==> src/rtl/serial_subtractor_pkg.sv <==
// rtl/serial_subtractor_pkg.sv - shared state encoding and defaults for serial_subtractor
package serial_subtractor_pkg;

  typedef enum logic [1:0] {
    SS_IDLE = 2'd0,
    SS_RUN  = 2'd1,
    SS_DONE = 2'd2
  } ss_state_e;

  localparam int SS_WIDTH_DEF = 8;

endpackage

==> src/rtl/full_subtractor.sv <==
// rtl/full_subtractor.sv - single-bit full subtractor cell (x - y - bi)
module full_subtractor (
  input  logic x,
  input  logic y,
  input  logic bi,
  output logic d,
  output logic bo
);

  // Difference bit and borrow out for one bit position
  always_comb begin
    d  = x ^ y ^ bi;
    bo = (~x & y) | (~(x ^ y) & bi);
  end

endmodule

==> src/rtl/serial_subtractor.sv <==
// rtl/serial_subtractor.sv - bit-serial a-b, LSB first; optional ovf port via SERIAL_SUBTRACTOR_OVF_EN
module serial_subtractor
  import serial_subtractor_pkg::*;
#(
  parameter int WIDTH = SS_WIDTH_DEF
) (
  input  logic             clk,
  input  logic             rst,
  input  logic             start,
  input  logic [WIDTH-1:0] a,
  input  logic [WIDTH-1:0] b,
  output logic             busy,
  output logic             done,
  output logic [WIDTH-1:0] diff,
  output logic             bout
`ifdef SERIAL_SUBTRACTOR_OVF_EN
  ,
  output logic             ovf
`endif
);

  localparam int CNT_W = $clog2(WIDTH);
  localparam logic [CNT_W-1:0] CNT_LAST = CNT_W'(WIDTH - 1);

  ss_state_e state, state_next;
  logic accept, step, finish;

  logic [WIDTH-1:0] ra, rb;
  // Only WIDTH-1 bits need storing: the last difference bit goes straight to diff.
  logic [WIDTH-2:0] sr;
  logic [WIDTH-1:0] sr_cat;
  logic [CNT_W-1:0] cnt;
  logic             borrow;
  logic             d_bit, borrow_next;

`ifdef SERIAL_SUBTRACTOR_OVF_EN
  // Operand sign bits kept aside because ra/rb are shifted away during RUN.
  logic a_msb, b_msb;
`endif

  full_subtractor u_cell (
    .x  (ra[0]),
    .y  (rb[0]),
    .bi (borrow),
    .d  (d_bit),
    .bo (borrow_next)
  );

  assign sr_cat = {d_bit, sr};
  assign busy   = (state == SS_RUN);
  assign done   = (state == SS_DONE);

  // State register
  always_ff @(posedge clk) begin
    if (rst) begin
      state <= SS_IDLE;
    end else begin
      state <= state_next;
    end
  end

  // Next-state and per-cycle control strobes
  always_comb begin
    state_next = state;
    accept     = 1'b0;
    step       = 1'b0;
    finish     = 1'b0;
    case (state)
      SS_IDLE: begin
        if (start) begin
          accept     = 1'b1;
          state_next = SS_RUN;
        end
      end
      SS_RUN: begin
        step = 1'b1;
        if (cnt == CNT_LAST) begin
          finish     = 1'b1;
          state_next = SS_DONE;
        end
      end
      SS_DONE: begin
        if (start) begin
          accept     = 1'b1;
          state_next = SS_RUN;
        end else begin
          state_next = SS_IDLE;
        end
      end
      default: state_next = SS_IDLE;
    endcase
  end

  // Operand shifters, borrow, counter and result registers
  always_ff @(posedge clk) begin
    if (rst) begin
      ra     <= '0;
      rb     <= '0;
      sr     <= '0;
      cnt    <= '0;
      borrow <= 1'b0;
      diff   <= '0;
      bout   <= 1'b0;
`ifdef SERIAL_SUBTRACTOR_OVF_EN
      a_msb  <= 1'b0;
      b_msb  <= 1'b0;
      ovf    <= 1'b0;
`endif
    end else if (accept) begin
      ra     <= a;
      rb     <= b;
      sr     <= '0;
      cnt    <= '0;
      borrow <= 1'b0;
`ifdef SERIAL_SUBTRACTOR_OVF_EN
      a_msb  <= a[WIDTH-1];
      b_msb  <= b[WIDTH-1];
`endif
    end else if (step) begin
      ra     <= ra >> 1;
      rb     <= rb >> 1;
      borrow <= borrow_next;
      sr     <= sr_cat[WIDTH-1:1];
      if (finish) begin
        diff <= sr_cat;
        bout <= borrow_next;
`ifdef SERIAL_SUBTRACTOR_OVF_EN
        ovf  <= (a_msb != b_msb) & (d_bit != a_msb);
`endif
      end else begin
        cnt <= cnt + CNT_W'(1);
      end
    end
  end

endmodule

==> config.mk <==
export PLATFORM = sky130hd
export DESIGN_NAME = serial_subtractor
export DESIGN_NICKNAME = d
export VERILOG_FILES = /design/src/rtl/serial_subtractor_pkg.sv /design/src/rtl/full_subtractor.sv /design/src/rtl/serial_subtractor.sv
export SDC_FILE = /design/constraint.sdc
export NUM_CORES = 1
export LEC_CHECK = 0
export ABC_AREA = 1
export BUFFER_PORTS_ARGS = -buffer_cell sky130_fd_sc_hd__buf_2
export CAP_MARGIN = 25
export CORE_ASPECT_RATIO = 0.5
export CORE_MARGIN = 3
export CORE_UTILIZATION = 40
export DETAILED_ROUTE_END_ITERATION = 6
export SLEW_MARGIN = 30
export SYNTH_ARGS = -nofsm -noshare
export SYNTH_HDL_FRONTEND = slang
export SYNTH_SLANG_ARGS = --single-unit
==> constraint.sdc <==
create_clock -name clk -period 1.35 [get_ports clk]
set_input_delay 0.2025 -clock clk [delete_from_list [all_inputs] [get_ports clk]]
set_output_delay 0.2025 -clock clk [all_outputs]
set_load 0.02 [all_outputs]
---- Word-level counts from Yosys, hierarchy flattened ----
Cells that the tools add are included.
storage, ports and cells
  register bits ........................... 38
  input bits .............................. 19
  output and inout port bits .............. 11
  word-level logic and storage cells ...... 43
operators by class
  $add $sub $neg .......................... 1
  equality and inequality tests ........... 5
  muxes and demuxes ....................... 13
  bitwise logic cells ..................... 9
  reductions and logical operators ........ 7
operator list
  cell                 number
  $mux 8               4
  $mux 1               6
  $pmux 2 s3           1
  $mux 2               2
  $not 1->1            4
  $reduce_and 2->1     2
  $reduce_or 2->1      2
  $add 3x1->3 const B  1
  $eq 3x3->1 const B   1
  $reduce_and 3->1     1
  $and 1x1->1          2
  $eq 2x1->1 const B   1
  $eq 2x2->1 const B   1
  $logic_not 2->1      1
  $ne 2x1->1 const B   1
  $ne 2x2->1 const B   1
  $reduce_bool 2->1    1
  $xor 1x1->1          2
  $or 1x1->1           1

---- Longest topological paths before layout ----
Gate-level depths: netlist (run 1).
  depth after elaboration ................. 5
  depth in mapped cells ................... 8

---- Hierarchy ----
From an unflattened synthesis (run 1), not the netlist that was laid out.
unflattened totals
  cell total of the unflattened synthesis .. 236
  area total of the unflattened synthesis .. 1685.4 µm²
by module, submodules not included
  module             times used  cells an instance  area each (µm²)
  serial_subtractor  1           232                1654.1
  full_subtractor    1           4                  31.3

---- Worst setup path after synthesis (run 1) ----
No wires, ideal clock.
  kind .................................... reg-to-reg
  start point ............................. register cnt[0]
  end point ............................... register diff[7]
  arrival time ............................ 1.114 ns
  slack ................................... 0.120 ns
  cell stages (with the launch flop) ...... 8
  path buffers ............................ 0
  period minus slack after synthesis ...... 1.230 ns
  cells stage by stage .................... dfxtp_1 -> ha_1 -> ha_1 -> inv_1 -> nor2_8 -> inv_2 -> nor2_1 -> nor2_1
between the ends
  longest elaborated chain between the ends .. 4
ends and longest elaborated chain
  what                               RTL line                  text
  start: declaration                 serial_subtractor.sv:32   logic [CNT_W-1:0] cnt;
  start signal: assignment           serial_subtractor.sv:131  cnt <= cnt + CNT_W'(1);
  $eq 3x3->1                         serial_subtractor.sv:77   if (cnt == CNT_LAST) begin
  $mux 1                             serial_subtractor.sv:77
  $mux 1                             serial_subtractor.sv:68   case (state)
  $reduce_and 3->1 (no source line)  --
  end signal: assignment             serial_subtractor.sv:125  diff <= sr_cat;
  end: declaration                   serial_subtractor.sv:14   output logic [WIDTH-1:0] diff,
Every way passes these cells.
A chain may end at the register's enable or synchronous reset.

---- Worst setup path in the final report (run 1) ----
  start point ............................. register state[1]
  end point ............................... output port done
between the ends
  longest elaborated chain between the ends .. 1
ends and longest elaborated chain
  what                      RTL line                 text
  start: declaration        serial_subtractor.sv:25  ss_state_e state, state_next;
  start signal: assignment  serial_subtractor.sv:58  state <= state_next;
  $eq 2x2->1                serial_subtractor.sv:51  assign done = (state == SS_DONE);
  end: declaration          serial_subtractor.sv:13  output logic done,
Every way passes these cells.

==> results of run 1 <==
through the flow:
step	setup slack, ns	std cells
2_1_floorplan	0.1200	232
3_3_place_gp	0.05982	316
3_5_place_dp	0.01284	316
4_1_cts	0.003092	325
5_1_grt	0.01659	330
6_report	0.07692	330
flip-flops by register name, indices dropped and copies added, names as in the netlist:
signal / cells
borrow: 1
bout: 1
cnt: 3
diff: 8
ra: 8
rb: 8
sr: 7
state: 2
power groups by stage:
stage	Combinational (mW)	Sequential (mW)	Clock, mW
after global placement	0.335	1.24	0
after floorplan	0.269	1.23	0
final	0.365	1.21	0.812
after detailed placement	0.342	1.24	0
after CTS	0.351	1.21	0.835
after global routing	0.419	1.22	0.883
worst reg2reg max path: stages (launching register included):
cell and delay, ns:
dfxtp_1 0.34, ha_1 0.15, ha_2 0.21, inv_2 0.07, nor2_8 0.13, inv_4 0.08
nor2_1 0.11, nor2_1 0.05
timing repair:
item	in CTS	in global routing
setup endpoints to repair	2	10
buffers inserted	1	5
gates resized for setup	3	5
gates cloned	0	0
pin swaps	0	2
synthesized netlist by cell type:
cell type	number	share of area, %
nor2_4	2	1.3
nand2_2	4	1.4
dfxtp_1	38	44
ha_1	2	1.4
buf_4	2	0.86
a21oi_2	2	1.0
nand2_1	52	11
fa_1	1	1.1
nor2_8	2	2.3
inv_6	1	0.50
o21ai_1	4	1.1
o21ai_2	2	1.0
buf_8	1	0.86
inv_1	27	5.8
nor2_2	3	1.1
buf_2	1	0.29
buf_6	2	1.3
nor2_1	26	5.6
inv_2	9	1.9
nand2_8	2	2.3
buf_1	1	0.21
nand3_1	20	5.7
o21ai_0	11	3.2
a21oi_1	17	4.9
kinds of logic (layout without fill, tap and decap cells):
| group | count (synthesis) | count (layout) | share of synthesized area [%] |
|---|---|---|---|
| simple gates | 111 | 111 | 30.90 |
| buf+inv | 44 | 88 | 11.76 |
| flops | 38 | 38 | 43.58 |
| compound gates | 36 | 36 | 11.18 |
| fa+ha+maj | 3 | 3 | 2.580 |
cells in the final DEF (no fill, tap or decap), types with 3 or more instances in the layout:
| cell type | netlist | layout |
|---|---|---|
| o21ai_0 | 11 | 11 |
| nor2_2 | 3 | 3 |
| dfxtp_1 | 38 | 36 |
| nor2_1 | 26 | 26 |
| nand3_1 | 20 | 20 |
| nand2_2 | 4 | 4 |
| inv_1 | 27 | 26 |
| inv_2 | 9 | 8 |
| buf_2 | 1 | 29 |
| o21ai_1 | 4 | 4 |
| nand2_1 | 52 | 52 |
| clkbuf_8 | 0 | 6 |
| buf_4 | 2 | 14 |
| a21oi_1 | 17 | 17 |
final cells by class:
class	instances	area (µm²)	area share (%)
multi-input combinational	150	782.0	37.03
clock buffer	6	82.58	3.910
clock inverter	2	12.51	0.5924
timing repair buffer	43	250.2	11.85
inverter	37	151.4	7.168
sequential	38	765.7	36.26
tap	54	67.56	3.199
path summary, 6_finish.rpt:
| kind | slack [ns] | to | cells after the start | start |
|---|---|---|---|---|
| worst max-delay path | 0.08 | done | 4 | state[1]$_SDFFE_PP0P_ |
| worst min-delay path | 0.15 | rb[7]$_SDFFE_PP0P_ | 3 | b[7] |
| worst max register to register | 0.12 | bout$_SDFFE_PP0P_ | 7 | cnt[1]$_SDFFE_PP0P_ |
| worst min register to register | 0.46 | diff[2]$_SDFFE_PP0P_ | 2 | sr[2]$_SDFFE_PP0N_ |
metal layers:
layer  share of wire, %  GRT usage [%]  vias up
met4                1.3          6.122        0
li1                   -              -      802
met3                5.6          5.179        4
met2                 44          22.22       30
met1                 49          18.57      666
met5                  0              0        -
==> impl_metrics.toml, run 1 <==
[status]
status = "finished, final reports clean"

[logic_synthesis]
ys_seq_area_share_pct = 43.58
synth.distinct_cells = 24
yosys_warnings = 0
synth_nets = 254
synth.avg_cell_area_um2 = 7.523
synth-seq-cells = 38
syn_area_um2 = 1745
syn_inst = 232

[setup_path]
cpMaxStageDelayCell = "dfxtp_1"
worstSetupEndpointType = "primary output"
critPathTopFamily = "buffers and inverters"
cp_num_buf_inv = 3
cp.required_ns = 1.15
start_kind = "flip-flop"
crit_path_max_incr_delay_ns = 0.32
worstSetupPathType = "reg -> out"
crit_path_cell_trace = "inv_2 -> buf_4 -> nor2_1 -> buf_2"
arrival_ns = 1.07
critPathMaxFanout = 7

[place]
gp_congestion = 0.7773
hpwlAfterDp_um = 2475
postPlaceCellArea_um2 = 1957
port_buffers = 29

[cells_and_area]
layout-drive-gt1-share_pct = 29.71
fill_cells = 413
finalInstanceArea_um2 = 2112
fin_nets = 297
antenna_cells = 0
fin_util_pct = 52.23
syn_to_final_growth_pct = 21.00

[floorplanning]
die-area_um2 = 5240
ios = 30
rows = 16
start_util_pct = 43.16
die_h_um = 52.71
fp.dieW_um = 99.42
design.core.area_um2 = 4044

[detailed_routing]
first_pass_iters = 4
vias_per_cell = 4.552
postRouteAntennaNets = 0
drc = 0
postRouteWirelength_um = 3421
drt_iter0_markers = 32
vias = 1502
wl_per_cell_um = 10.37

[sta]
hold_ws_ns = 0.1485
finalSetupViolCount = 0
max_freq_mhz = 785.5
max-slew-margin-rel_pct = 89.90
hold_viol_final = 0
min_period_ns = 1.273
setup_tns_ns = 0
final-max-slew-violation-count = 0
rsz0062_at_grt = "no"
worstMarginPinSlew_ns = 0.1500
period_share_pct = 94.30
skew_ns = 0.004207

[power_and_ir_drop]
p_sw_share_pct = 27.19
power_switching_uw = 649.2
intPower_mw = 1.738
ir_worst_vdd_uv = 542.1
power_density_nw_per_um2 = 1130
p_clk_share_pct = 34.0
comb_power_share_pct = 15.3
pwr-share-seq_pct = 50.7
p_leak_nw = 1.058
fin_total_pwr_mw = 2.387

[cts]
tritoncts = "done"
clock-root-buffer = "clkbuf_8"
htreeDepth = 2
cts.clk_slew.worst_paths_ns = 0.07
cts_hold_buf = 0
numClockSinks = 38
cts_buffers = 5
clockBufferDepth = 2
clk_latency_ns = 0.29

[worst_hold_path]
hold_path_class = "in -> reg"

[grt]
grt_pass1_wl_um = 5837
grt_pass1_vias = 1315
grt_max_degree = 20
gr-usage-all-layers_pct = 14.51
grt.overflow.total = 0
antenna_found_initial = 0

[flow_run]
cap_violations = 0
Power figures use the tool's default switching activity.
==> run 2: changes to the inputs <==
Settings changed: CELL_PAD_IN_SITES_DETAIL_PLACEMENT set to 1, CELL_PAD_IN_SITES_GLOBAL_PLACEMENT set to 1, CORE_MARGIN 3 to 1.5, PLACE_DENSITY_LB_ADDON set to 0.1.
==> run 2 against run 1 <==
Via count up 4.7%. Setup slack worse by 0.019 ns. Cell area up 1.4%. Clock skew up 0.0010 ns. Final cell count down 0.61%. Critical path type unchanged. Sequential share of layout area down 0.57 points. Die area down 8.5%. Fmax down 1.4%. Combinational power up 6.6%. First-iteration DRC count unchanged. Core utilization up 0.74 points.
==> impl_metrics.toml, run 2 (synthesis results as in run 1) <==
[detailed_routing]
drc = 0
route.met3.wl_um = 151
top_layer = "met4"
drt_iter0_markers = 32
vias_per_cell = 4.793
wl_per_cell_um = 13.01
vias = 1572
wl_met2_um = 2013
postRouteAntennaNets = 0
first_pass_iters = 4
met1Wirelength_um = 2067
postRouteWirelength_um = 4267

[floorplanning]
design.core.area_um2 = 4044
fp.dieW_um = 96.42
die_h_um = 49.71
start_util_pct = 43.16
die-area_um2 = 4793
rows = 16
ios = 30

[status]
status = "finished, final reports clean"

[grt]
grt.overflow.total = 0
grt_pass1_vias = 1528
gr-usage-all-layers_pct = 19.38
grt_pass1_wl_um = 6996
grt_max_degree = 24
antenna_found_initial = 0

[cts]
cts.clk_slew.worst_paths_ns = 0.07
tritoncts = "done"
clock-root-buffer = "clkbuf_8"
clk_latency_ns = 0.29
clockBufferDepth = 2
cts_buffers = 5
htreeDepth = 2
numClockSinks = 38

[cells_and_area]
layout_commonest_cell = "nand2_1"
fin_nets = 295
finalInstanceArea_um2 = 2142
fin_util_pct = 52.97
stdcell_count = 328
fill_cells = 539
multi_input_area_um2 = 795.8
antenna_cells = 0
top_regs = "diff: 8 flops, ra: 8 flops, rb: 8 flops"
layout_common_cells = "52 x nand2_1, 35 x dfxtp_1, 27 x buf_2"
regArea_um2 = 764.5
layout-drive-gt1-share_pct = 29.93
syn_to_final_growth_pct = 22.72

[power_and_ir_drop]
p_leak_nw = 1.063
power_density_nw_per_um2 = 1196
fin_total_pwr_mw = 2.562
ir_worst_vdd_uv = 661.4

[setup_path]
reg2reg_from = "state[0]$_SDFFE_PP0P_"
r2r_slack_ns = 0.09
critPathLaunch = "state[0]$_SDFFE_PP0P_"
crit_path_cell_trace = "buf_4 -> nand2_8 -> clkinv_8 -> buf_6"
cp_num_buf_inv = 3
critPathTopFamily = "buffers and inverters"
cp.depth = 4
crit_path_max_incr_delay_ns = 0.33
cp.required_ns = 1.15
start_kind = "flip-flop"
worstSetupEndpointType = "primary output"
worstSetupPathType = "reg -> out"
cpMaxStageDelayCell = "dfxtp_2"
arrival_ns = 1.09
critPathMaxFanout = 10
reg2reg_depth = 8

[sta]
rsz0062_at_grt = "no"
final-max-slew-violation-count = 0
finalSetupViolCount = 0
hold_viol_final = 0
period_share_pct = 95.67
skew_ns = 0.005242
worstMarginPinSlew_ns = 0.1905
max_freq_mhz = 774.2
fin_ws_ns = 0.05840
min_period_ns = 1.292
max-slew-margin-rel_pct = 87.30

[place]
port_buffers = 29
hpwlAfterDp_um = 2872
dp.cells = 316
place_ws_ns = -0.02696
gp_congestion = 0.6973
postPlaceCellArea_um2 = 1957

[worst_hold_path]
hold_path_class = "in -> reg"
hold_depth = 3
worstHoldStart = "b[7]"

[flow_run]
cap_violations = 0
run 2: cell types whose count changed in the layout (fill, tap and decap cells not counted), moves of 2 or more:
cell     delta
buf_4       -4
buf_6       +3
buf_2       -2
dfxtp_2     +2
run 2: area by class of cell:
type                    instances  area share [%]
clock buffers                   5           3.213
clock inverters                 3           1.869
inverters                      37           7.535
multi-input cells             151           37.15
flip-flops and latches         38           35.69
well taps                      54           3.154
repair buffers                 40           11.39
run 2: worst register-to-register path: stages (launching register included):
cell	delay [ns]
dfxtp_2	0.33
buf_4	0.22
inv_6	0.06
nand2_8	0.15
nand2_2	0.12
inv_4	0.11
nand2_1	0.06
nand2_1	0.08
nor2_2	0.03
run 2: layer usage:
metal | GRT usage, % | up-vias
met4 | 4.348 | 0
met1 | 25.38 | 743
li1 | - | 801
met5 | 0 | -
met2 | 32.28 | 22
met3 | 4.784 | 6
run 2: worst paths after layout:
path	to
worst max register to register	rb[5]$_SDFFE_PP0P_
worst min-delay path	rb[7]$_SDFFE_PP0P_
worst max-delay path	busy
worst min register to register	diff[3]$_SDFFE_PP0P_
run 2: repair_timing:
item / 4_1_cts / 5_1_grt
cloned: 0 / 1
pin swaps: 1 / 2
hold buffers: 0 / 0
setup endpoints to repair: 11 / 17
buffers inserted: 0 / 4
gates resized for setup: 11 / 6
run 2: where the power goes:
| part | switching, mW | leakage (nW) | internal [mW] |
|---|---|---|---|
| Sequential | 0.0302 | 0.311 | 1.18 |
| Combinational | 0.241 | 0.694 | 0.148 |
| Clock | 0.420 | 0.0579 | 0.544 |
| Total | 0.691 | 1.06 | 1.87 |
run 2: metrics by stage:
stage / hold slack, ns / TNS, ns
final: 0.1625 / 0
after CTS: 0.1663 / 0
after detailed placement: 0.4564 / -0.1299
after floorplan: 0.3374 / 0
after global placement: 0.4328 / 0
after global routing: 0.1762 / 0
==> run 3: changes to the inputs <==
Settings changed: RECOVER_POWER set to 50.
Clock period 1.35 ns to 1.62 ns, I/O delays scaled along.
==> run 3 against run 2 <==
Cell area decreased by 4.9%. Sequential share of layout area increased by 1.7 points. Via count decreased by 2.4%. Flip-flop and latch count did not move. Final cell count is 2.4% lower. Non-clock buffer count down 7. Setup slack improved by 0.072 ns. Critical endpoint unchanged. Clock skew is 0.0027 ns higher. Register-to-register slack better by 0.05 ns. Global-route usage down 0.30 points. Clock power is 1% higher.
==> impl_metrics.toml, run 3 (synthesis results as in run 1) <==
[status]
status = "finished, final reports clean"

[sta]
setup_tns_ns = 0
period_share_pct = 91.94
max-slew-margin-rel_pct = 61.39
hold_viol_final = 0
final-max-slew-violation-count = 0
skew_ns = 0.007965
worstMarginPinSlew_ns = 0.5784
finalSetupViolCount = 0
min_period_ns = 1.489
rsz0062_at_grt = "no"
max_freq_mhz = 671.4
fin_ws_ns = 0.1305
hold_ws_ns = 0.1996

[power_and_ir_drop]
ir_worst_vdd_uv = 438.6
p_clk_share_pct = 43.1
power_density_nw_per_um2 = 1114
power_switching_uw = 570.2
comb_power_share_pct = 12.4
intPower_mw = 1.699
p_sw_share_pct = 25.13
pwr-share-seq_pct = 44.5
fin_total_pwr_mw = 2.269
p_leak_nw = 0.9854

[setup_path]
cpMaxStageDelayCell = "dfxtp_1"
cp_num_buf_inv = 3
cp.depth = 4
reg2reg_from = "state[0]$_SDFFE_PP0P_"
critPathLaunch = "state[1]$_SDFFE_PP0P_"
endpoint = "busy"
worstSetupEndpointType = "primary output"
crit_path_cell_trace = "inv_2 -> nand2_8 -> inv_4 -> buf_2"
critPathMaxFanout = 14
cp.required_ns = 1.38
crit_path_max_incr_delay_ns = 0.32
start_kind = "flip-flop"
critPathTopFamily = "buffers and inverters"
worstSetupPathType = "reg -> out"
arrival_ns = 1.25
r2r_slack_ns = 0.14
r2r-end = "sr[2]$_SDFFE_PP0N_"
reg2reg_depth = 5

[place]
dp.cells = 312
hpwlAfterDp_um = 2904
postPlaceCellArea_um2 = 1927
place_ws_ns = 0.2120
port_buffers = 29
gp_congestion = 0.7505

[detailed_routing]
drc = 0
postRouteAntennaNets = 0
drt_iter0_markers = 8
postRouteWirelength_um = 4133
vias = 1535
first_pass_iters = 4
vias_per_cell = 4.797
wl_per_cell_um = 12.92

[cells_and_area]
fill_cells = 533
top_regs = "diff: 8 flops, ra: 8 flops, rb: 8 flops"
layout-drive-gt1-share_pct = 21.80
layout_commonest_cell = "nand2_1"
stdcell_count = 320
fin_util_pct = 50.37
syn_to_final_growth_pct = 16.70
fin_nets = 287
finalInstanceArea_um2 = 2037
antenna_cells = 0
layout_common_cells = "52 x nand2_1, 37 x dfxtp_1, 28 x inv_1"

[cts]
clockBufferDepth = 2
htreeDepth = 2
clock-root-buffer = "clkbuf_8"
cts.clk_slew.worst_paths_ns = 0.08
cts_hold_buf = 0
tritoncts = "done"
post_cts_buffers = 0
clk_latency_ns = 0.29
numClockSinks = 38
cts_buffers = 5

[floorplanning]
die_h_um = 49.71
design.core.area_um2 = 4044
rows = 16
start_util_pct = 43.16
ios = 30
die-area_um2 = 4793
fp.dieW_um = 96.42

[worst_hold_path]
hold_path_class = "in -> reg"
worstHoldStart = "b[7]"
hold_depth = 3

[grt]
grt.overflow.total = 0
grt_pass1_vias = 1528
antenna_found_initial = 0
gr-usage-all-layers_pct = 19.08
grt_pass1_wl_um = 6948
grt_max_degree = 24

[flow_run]
cap_violations = 0
[run 3: changes by cell type in the layout (fill, tap and decap cells not counted), sizes merged]
cell	before	now
nand2	59	58
clkinv	3	1
clkbuf	5	15
bufinv	1	2
inv	36	37
buf	40	23
[run 3: layout make-up]
| class | instances | area [µm²] | share of cell area [%] |
|---|---|---|---|
| tap | 54 | 67.56 | 3.317 |
| sequential | 38 | 762.0 | 37.41 |
| clock inverter | 3 | 68.82 | 3.378 |
| inverter | 37 | 146.4 | 7.187 |
| clock buffer | 5 | 68.82 | 3.378 |
| timing repair buffer | 33 | 161.4 | 7.924 |
| multi-input combinational | 150 | 762.0 | 37.41 |
[run 3: routing by layer]
metal	part of all wire [%]	global-route usage (%)
met1	47	24.69
met2	47	31.46
met3	4.8	5.093
met4	1.1	5.072
met5	0	0
[run 3: worst min-delay path: stages]
cell and delay (ns):
buf_2 0.08, nor2_1 0.04, nor2_1 0.09
[run 3: power groups by stage]
| stage | logic [mW] | clock network, mW | registers, mW |
|---|---|---|---|
| 4_1_cts | 0.294 | 0.999 | 1.01 |
| 5_1_grt | 0.320 | 1.04 | 1.02 |
| 3_5_place_dp | 0.289 | 0 | 1.03 |
| 6_report | 0.281 | 0.978 | 1.01 |
| 2_1_floorplan | 0.224 | 0 | 1.02 |
| 3_3_place_gp | 0.277 | 0 | 1.03 |
[run 3: how the worst min path moves through the flow]
stage | endpoint | slack (ns)
6_report | rb[7]$_SDFFE_PP0P_ | 0.20
3_5_place_dp | ra[7]$_SDFFE_PP0P_ | 0.46
4_1_cts | rb[7]$_SDFFE_PP0P_ | 0.20
2_1_floorplan | rb[7]$_SDFFE_PP0P_ | 0.38
5_1_grt | rb[7]$_SDFFE_PP0P_ | 0.22
3_3_place_gp | ra[7]$_SDFFE_PP0P_ | 0.45
[run 3: timing repair]
item                                    CTS  global route
gates cloned                              0             0
endpoints found under the setup margin    1             1
resized for setup                         1             1
